`src/rtl/serial_adder_if.sv`:
```
// Operand/result handshake bundle for serial_adder.
// The master side is the operand source and result consumer; the slave side is the adder.
interface serial_adder_if #(
  parameter int unsigned WIDTH = 8
);
  logic             in_valid;
  logic             in_ready;
  logic [WIDTH-1:0] a;
  logic [WIDTH-1:0] b;
  logic             cin;
  logic             sub;
  logic             out_valid;
  logic             out_ready;
  logic [WIDTH-1:0] sum;
  logic             cout;
  logic             overflow;

  modport master (
    output in_valid,
    output a,
    output b,
    output cin,
    output sub,
    output out_ready,
    input  in_ready,
    input  out_valid,
    input  sum,
    input  cout,
    input  overflow
  );

  modport slave (
    input  in_valid,
    input  a,
    input  b,
    input  cin,
    input  sub,
    input  out_ready,
    output in_ready,
    output out_valid,
    output sum,
    output cout,
    output overflow
  );
endinterface

```
`src/rtl/serial_adder.sv`:
```
// Bit-serial adder/subtractor: one full-adder cell and a carry flop, LSB first.
// Produces one WIDTH-bit result every WIDTH+2 cycles through valid/ready handshakes.
module serial_adder #(
  parameter int unsigned WIDTH = 8
) (
  input logic          clk,
  input logic          rst_n,
  serial_adder_if.slave bus
);

  localparam int unsigned CntW = (WIDTH > 1) ? $clog2(WIDTH) : 1;
  localparam logic [CntW-1:0] LastCnt = CntW'(WIDTH - 1);

  typedef enum logic [1:0] {
    StIdle,
    StRun,
    StDone
  } state_e;

  state_e           state_q;
  logic [WIDTH-1:0] a_q;
  logic [WIDTH-1:0] b_q;
  logic [WIDTH-1:0] res_q;
  logic [WIDTH-1:0] sum_q;
  logic [CntW-1:0]  cnt_q;
  logic             carry_q;
  logic             cout_q;
  logic             ovf_q;
  logic             in_ready_q;
  logic             out_valid_q;

  logic             s_bit;
  logic             carry_nxt;
  logic [WIDTH-1:0] res_nxt;

  // The single full-adder cell and the result shift-in.
  always_comb begin
    s_bit     = a_q[0] ^ b_q[0] ^ carry_q;
    carry_nxt = (a_q[0] & b_q[0]) | (a_q[0] & carry_q) | (b_q[0] & carry_q);
    res_nxt          = res_q >> 1;
    res_nxt[WIDTH-1] = s_bit;
  end

  always_ff @(posedge clk) begin
    if (!rst_n) begin
      state_q     <= StIdle;
      a_q         <= '0;
      b_q         <= '0;
      res_q       <= '0;
      sum_q       <= '0;
      cnt_q       <= '0;
      carry_q     <= 1'b0;
      cout_q      <= 1'b0;
      ovf_q       <= 1'b0;
      in_ready_q  <= 1'b1;
      out_valid_q <= 1'b0;
    end else begin
      unique case (state_q)
        StIdle: begin
          if (bus.in_valid && in_ready_q) begin
            a_q        <= bus.a;
            // Subtraction is a + ~b + 1.
            b_q        <= bus.sub ? ~bus.b : bus.b;
            carry_q    <= bus.sub | bus.cin;
            cnt_q      <= '0;
            in_ready_q <= 1'b0;
            state_q    <= StRun;
          end
        end
        StRun: begin
          a_q     <= a_q >> 1;
          b_q     <= b_q >> 1;
          res_q   <= res_nxt;
          carry_q <= carry_nxt;
          cnt_q   <= cnt_q + 1'b1;
          if (cnt_q == LastCnt) begin
            // carry_q here is the carry into the MSB.
            sum_q       <= res_nxt;
            cout_q      <= carry_nxt;
            ovf_q       <= carry_q ^ carry_nxt;
            out_valid_q <= 1'b1;
            state_q     <= StDone;
          end
        end
        StDone: begin
          if (bus.out_ready) begin
            out_valid_q <= 1'b0;
            in_ready_q  <= 1'b1;
            state_q     <= StIdle;
          end
        end
        default: begin
          state_q     <= StIdle;
          in_ready_q  <= 1'b1;
          out_valid_q <= 1'b0;
        end
      endcase
    end
  end

  assign bus.in_ready  = in_ready_q;
  assign bus.out_valid = out_valid_q;
  assign bus.sum       = sum_q;
  assign bus.cout      = cout_q;
  assign bus.overflow  = ovf_q;

endmodule

```
`src/flat_wrapper.sv`:
```
// flat-port wrapper written by rule: the top's interface ports become plain ports
module serial_adder_flat 
#(
  parameter int unsigned WIDTH = 8
)
  (clk, rst_n, bus_in_valid, bus_a, bus_b, bus_cin, bus_sub, bus_out_ready, bus_in_ready, bus_out_valid, bus_sum, bus_cout, bus_overflow);
  serial_adder_if #(.WIDTH(WIDTH)) bus_i ();
  input logic clk;
  input logic rst_n;
  input wire logic [$bits(bus_i.in_valid)-1:0] bus_in_valid;
  input wire logic [$bits(bus_i.a)-1:0] bus_a;
  input wire logic [$bits(bus_i.b)-1:0] bus_b;
  input wire logic [$bits(bus_i.cin)-1:0] bus_cin;
  input wire logic [$bits(bus_i.sub)-1:0] bus_sub;
  input wire logic [$bits(bus_i.out_ready)-1:0] bus_out_ready;
  output wire logic [$bits(bus_i.in_ready)-1:0] bus_in_ready;
  output wire logic [$bits(bus_i.out_valid)-1:0] bus_out_valid;
  output wire logic [$bits(bus_i.sum)-1:0] bus_sum;
  output wire logic [$bits(bus_i.cout)-1:0] bus_cout;
  output wire logic [$bits(bus_i.overflow)-1:0] bus_overflow;
  assign bus_i.in_valid = bus_in_valid;
  assign bus_i.a = bus_a;
  assign bus_i.b = bus_b;
  assign bus_i.cin = bus_cin;
  assign bus_i.sub = bus_sub;
  assign bus_i.out_ready = bus_out_ready;
  assign bus_in_ready = bus_i.in_ready;
  assign bus_out_valid = bus_i.out_valid;
  assign bus_sum = bus_i.sum;
  assign bus_cout = bus_i.cout;
  assign bus_overflow = bus_i.overflow;
  serial_adder #(.WIDTH(WIDTH)) u_core (.clk(clk), .rst_n(rst_n), .bus(bus_i));
endmodule
```
`config.mk`:
```
export PLATFORM = sky130hd
export DESIGN_NAME = serial_adder_flat
export DESIGN_NICKNAME = d
export VERILOG_FILES = /design/src/rtl/serial_adder_if.sv /design/src/rtl/serial_adder.sv /design/src/flat_wrapper.sv
export SDC_FILE = /design/constraint.sdc
export NUM_CORES = 1
export LEC_CHECK = 0
export CORE_ASPECT_RATIO = 2
export CORE_MARGIN = 2
export CORE_UTILIZATION = 50
export DETAILED_ROUTE_END_ITERATION = 16
export PLACE_DENSITY = 0.78
export SKIP_LAST_GASP = 1
export SLEW_MARGIN = 20
export SYNTH_ARGS = -nofsm -noshare
export SYNTH_HDL_FRONTEND = slang
export SYNTH_SLANG_ARGS = --single-unit
```
`constraint.sdc`:
```
create_clock -name clk -period 1.5 [get_ports clk]
set_input_delay 0.3 -clock clk [delete_from_list [all_inputs] [get_ports clk]]
set_output_delay 0.3 -clock clk [all_outputs]
set_load 0.01 [all_outputs]
```
==> results.cfg <==
[status]
status = complete, no violations

[min_path]
hp-class = flop to flop

[clock_tree]
cts_tree = built
clk_latency_ns = 0.31
cts.htree.levels = 2
clock-sinks = 41
path_clk_slew_ns = 0.09
clk_path_buf_depth = 2
cts_root_buffer = clkbuf_8
cts_buffers = 5

[worst_setup_path]
critPathKind = flop to output port
crit_arrival_ns = 1.15
worstPathCellList = clkdlybuf4s50_1
crit_family = buffers and inverters
cp_slowest_stage_delay_ns = 0.53
cp_max_fo = 2
startpoint_type = flop
path_buf_inv = 1
endpoint_kind = output port
cpMaxStageDelayCell = clkdlybuf4s50_1
worstPathRequired_ns = 1.20

[global_route]
track_usage = 0.232
first_global_vias = 1580
grt_max_degree = 21
grt_overflow = 0
grt_first_pass_wirelength_um = 6700
antenna_found_initial = 0

[floorplanning]
top_level_ports = 34
num_rows = 30
core_um2 = 3340
die_x_um = 45.7
dieArea_um2 = 3990
initial_core_util = 0.519
die_h_um = 87.3

[power]
p_comb_frac = 0.149
swShare = 0.268
power.density_nw_per_um2 = 968
internal-power_w = 0.00166
leakagePower_nw = 1.05
power.share.clock = 0.336
irDropWorstVdd_mv = 0.914
seqPwrFrac = 0.515
p_sw_w = 0.000607

[timing]
hold_viol_final = 0
holdWs_ns = 0.454
setup_viol = 0
tightestPinTransition_ns = 0.344
max_clock_freq_mhz = 688
setup_tns_ns = 0
finalMaxSlewViolations = 0
fin_worst_skew_ns = 0.00914
rsz0062_at_grt = false
slew-limit-headroom = 0.765
post-route-min-period_ns = 1.45
min_period_over_period = 0.968

[synth]
async_reset_ff_frac = 0
synth.most_common_cell = dfxtp_1
ys_warn_count = 0
synth.net_count = 216
avgSynthCellArea_um2 = 9.09
synth_edf_count = 0
syn-instance-count = 191
netlist.area_leader.share = 0.473
dominantRegCellSynth = dfxtp_1
synth-seq-cells = 41
yosys-top-cells-area = dfxtp_1, nand2_1, a21oi_1, a221o_1, xnor2_1
seq_area_frac_synth = 0.473
yosysUniqueCellTypes = 32
synth.largest_area_cell = dfxtp_1
synth_area_um2 = 1740
synth_commonest_cells = dfxtp_1, nand2_1, a21oi_1

[layout]
area_growth_pct = 34.8
diodes = 0
nets = 264
finalNonFillerCells = 272
fin_area_um2 = 2340
drive_gt1_frac = 0.167

[placement]
gp_congestion = 0.923
place_hpwl_um = 3050
dp_cells = 263
place_area_um2 = 2210
port_buffers = 33

[drt]
drt-initial-drc-count = 30
dr.pass1.iters = 4
drt-vias-per-instance = 5.76
wire_per_inst_um = 14.8
routed_wl_um = 4030
antenna_left = 0
vias = 1568
route.detailed.drc = 0

[flow_run]
maxCapViolCount = 0
==> sequential cells by signal, indices dropped and copies added, names as in the netlist <==
name / count
u_core.b_q: 8
u_core.bus.sum: 8
u_core.state_q: 2
u_core.res_q: 7
u_core.bus.in_ready: 1
u_core.bus.out_valid: 1
u_core.bus.overflow: 1
u_core.cnt_q: 3
u_core.bus.cout: 1
u_core.a_q: 8
u_core.carry_q: 1
==> cells in the final DEF, fill, tap and decap left out, types with 2 or more instances in the layout <==
| cell type | instances |
|---|---|
| a21oi_1 | 20 |
| a221o_1 | 7 |
| a22o_1 | 5 |
| a31o_2 | 5 |
| and3_1 | 7 |
| and3b_2 | 2 |
| buf_12 | 3 |
| buf_4 | 18 |
| clkbuf_8 | 5 |
| clkdlybuf4s50_1 | 22 |
| dfxtp_1 | 40 |
| dlygate4sd2_1 | 3 |
| dlymetal6s2s_1 | 8 |
| ha_1 | 2 |
| inv_6 | 2 |
| nand2_1 | 40 |
| nand2b_1 | 4 |
| nand3_1 | 2 |
| nand3b_1 | 2 |
| nor2_1 | 10 |
| nor3_1 | 3 |
| nor3_2 | 2 |
| o21ai_0 | 3 |
| o32ai_1 | 5 |
| xnor2_1 | 8 |
==> power by group through the flow <==
| stage | Clock, W | Sequential, W | Combinational [W] |
|---|---|---|---|
| 2_1_floorplan | 0 | 0.00118 | 0.000176 |
| 3_3_place_gp | 0 | 0.00119 | 0.000322 |
| 3_5_place_dp | 0 | 0.00119 | 0.000337 |
| 4_1_cts | 0.000775 | 0.00117 | 0.000337 |
| 5_1_grt | 0.000817 | 0.00117 | 0.000365 |
| 6_report | 0.000761 | 0.00117 | 0.000337 |
==> final cells by class <==
class                   instances  area, um2
clock buffers                   5       68.8
clock inverters                 3       25.0
fillers                       273       1000
inverters                       1       3.75
multi-input cells             136        838
flip-flops and latches         41        822
well taps                      32       40.0
repair buffers                 54        542
==> path summary, 6_finish.rpt <==
check	end	slack [ns]	startpoint	cells after the start
hold / removal	u_core.bus.sum[7]	0.45	u_core.bus.sum[7]	2
setup / recovery	bus_sum[3]	0.05	u_core.bus.sum[3]	1
setup reg to reg	u_core.a_q[6]	0.09	u_core.state_q[0]	4
hold reg to reg	u_core.bus.sum[7]	0.45	u_core.bus.sum[7]	2
==> what timing repair did <==
item                                    in CTS  in global routing
hold buffers                                 0                  0
pin swaps                                    0                  1
setup buffers                                1                  0
endpoints found under the setup margin       6                 13
gates resized for setup                      4                  9
cloned                                       0                  0
==> metrics by stage <==
step / utilization / total power [W] / setup WS [ns]
final: 0.700 / 0.00226 / 0.0474
after global routing: 0.700 / 0.00235 / 0.0117
after CTS: 0.694 / 0.00228 / 0.000851
after detailed placement: 0.661 / 0.00153 / -0.213
after global placement: 0.661 / 0.00151 / -0.177
after floorplan: - / 0.00136 / 0.164
==> layer usage <==
layer  GRT usage  share of wire
met4       0.104          0.022
met5           0              0
met2       0.437           0.59
met3      0.0498          0.035
met1       0.219           0.35
==> logic make-up (layout without fill, tap and decap cells) <==
family / after synthesis / after routing / synth area share
xor+xnor: 9 / 9 / 0.0454
compound gates: 49 / 49 / 0.203
simple gates: 74 / 74 / 0.202
flops: 41 / 41 / 0.473
buf+inv: 14 / 63 / 0.0447
fa+ha+maj: 3 / 3 / 0.0260
mux: 1 / 1 / 0.00649
No activity file was read; power rests on OpenSTA's default activity.
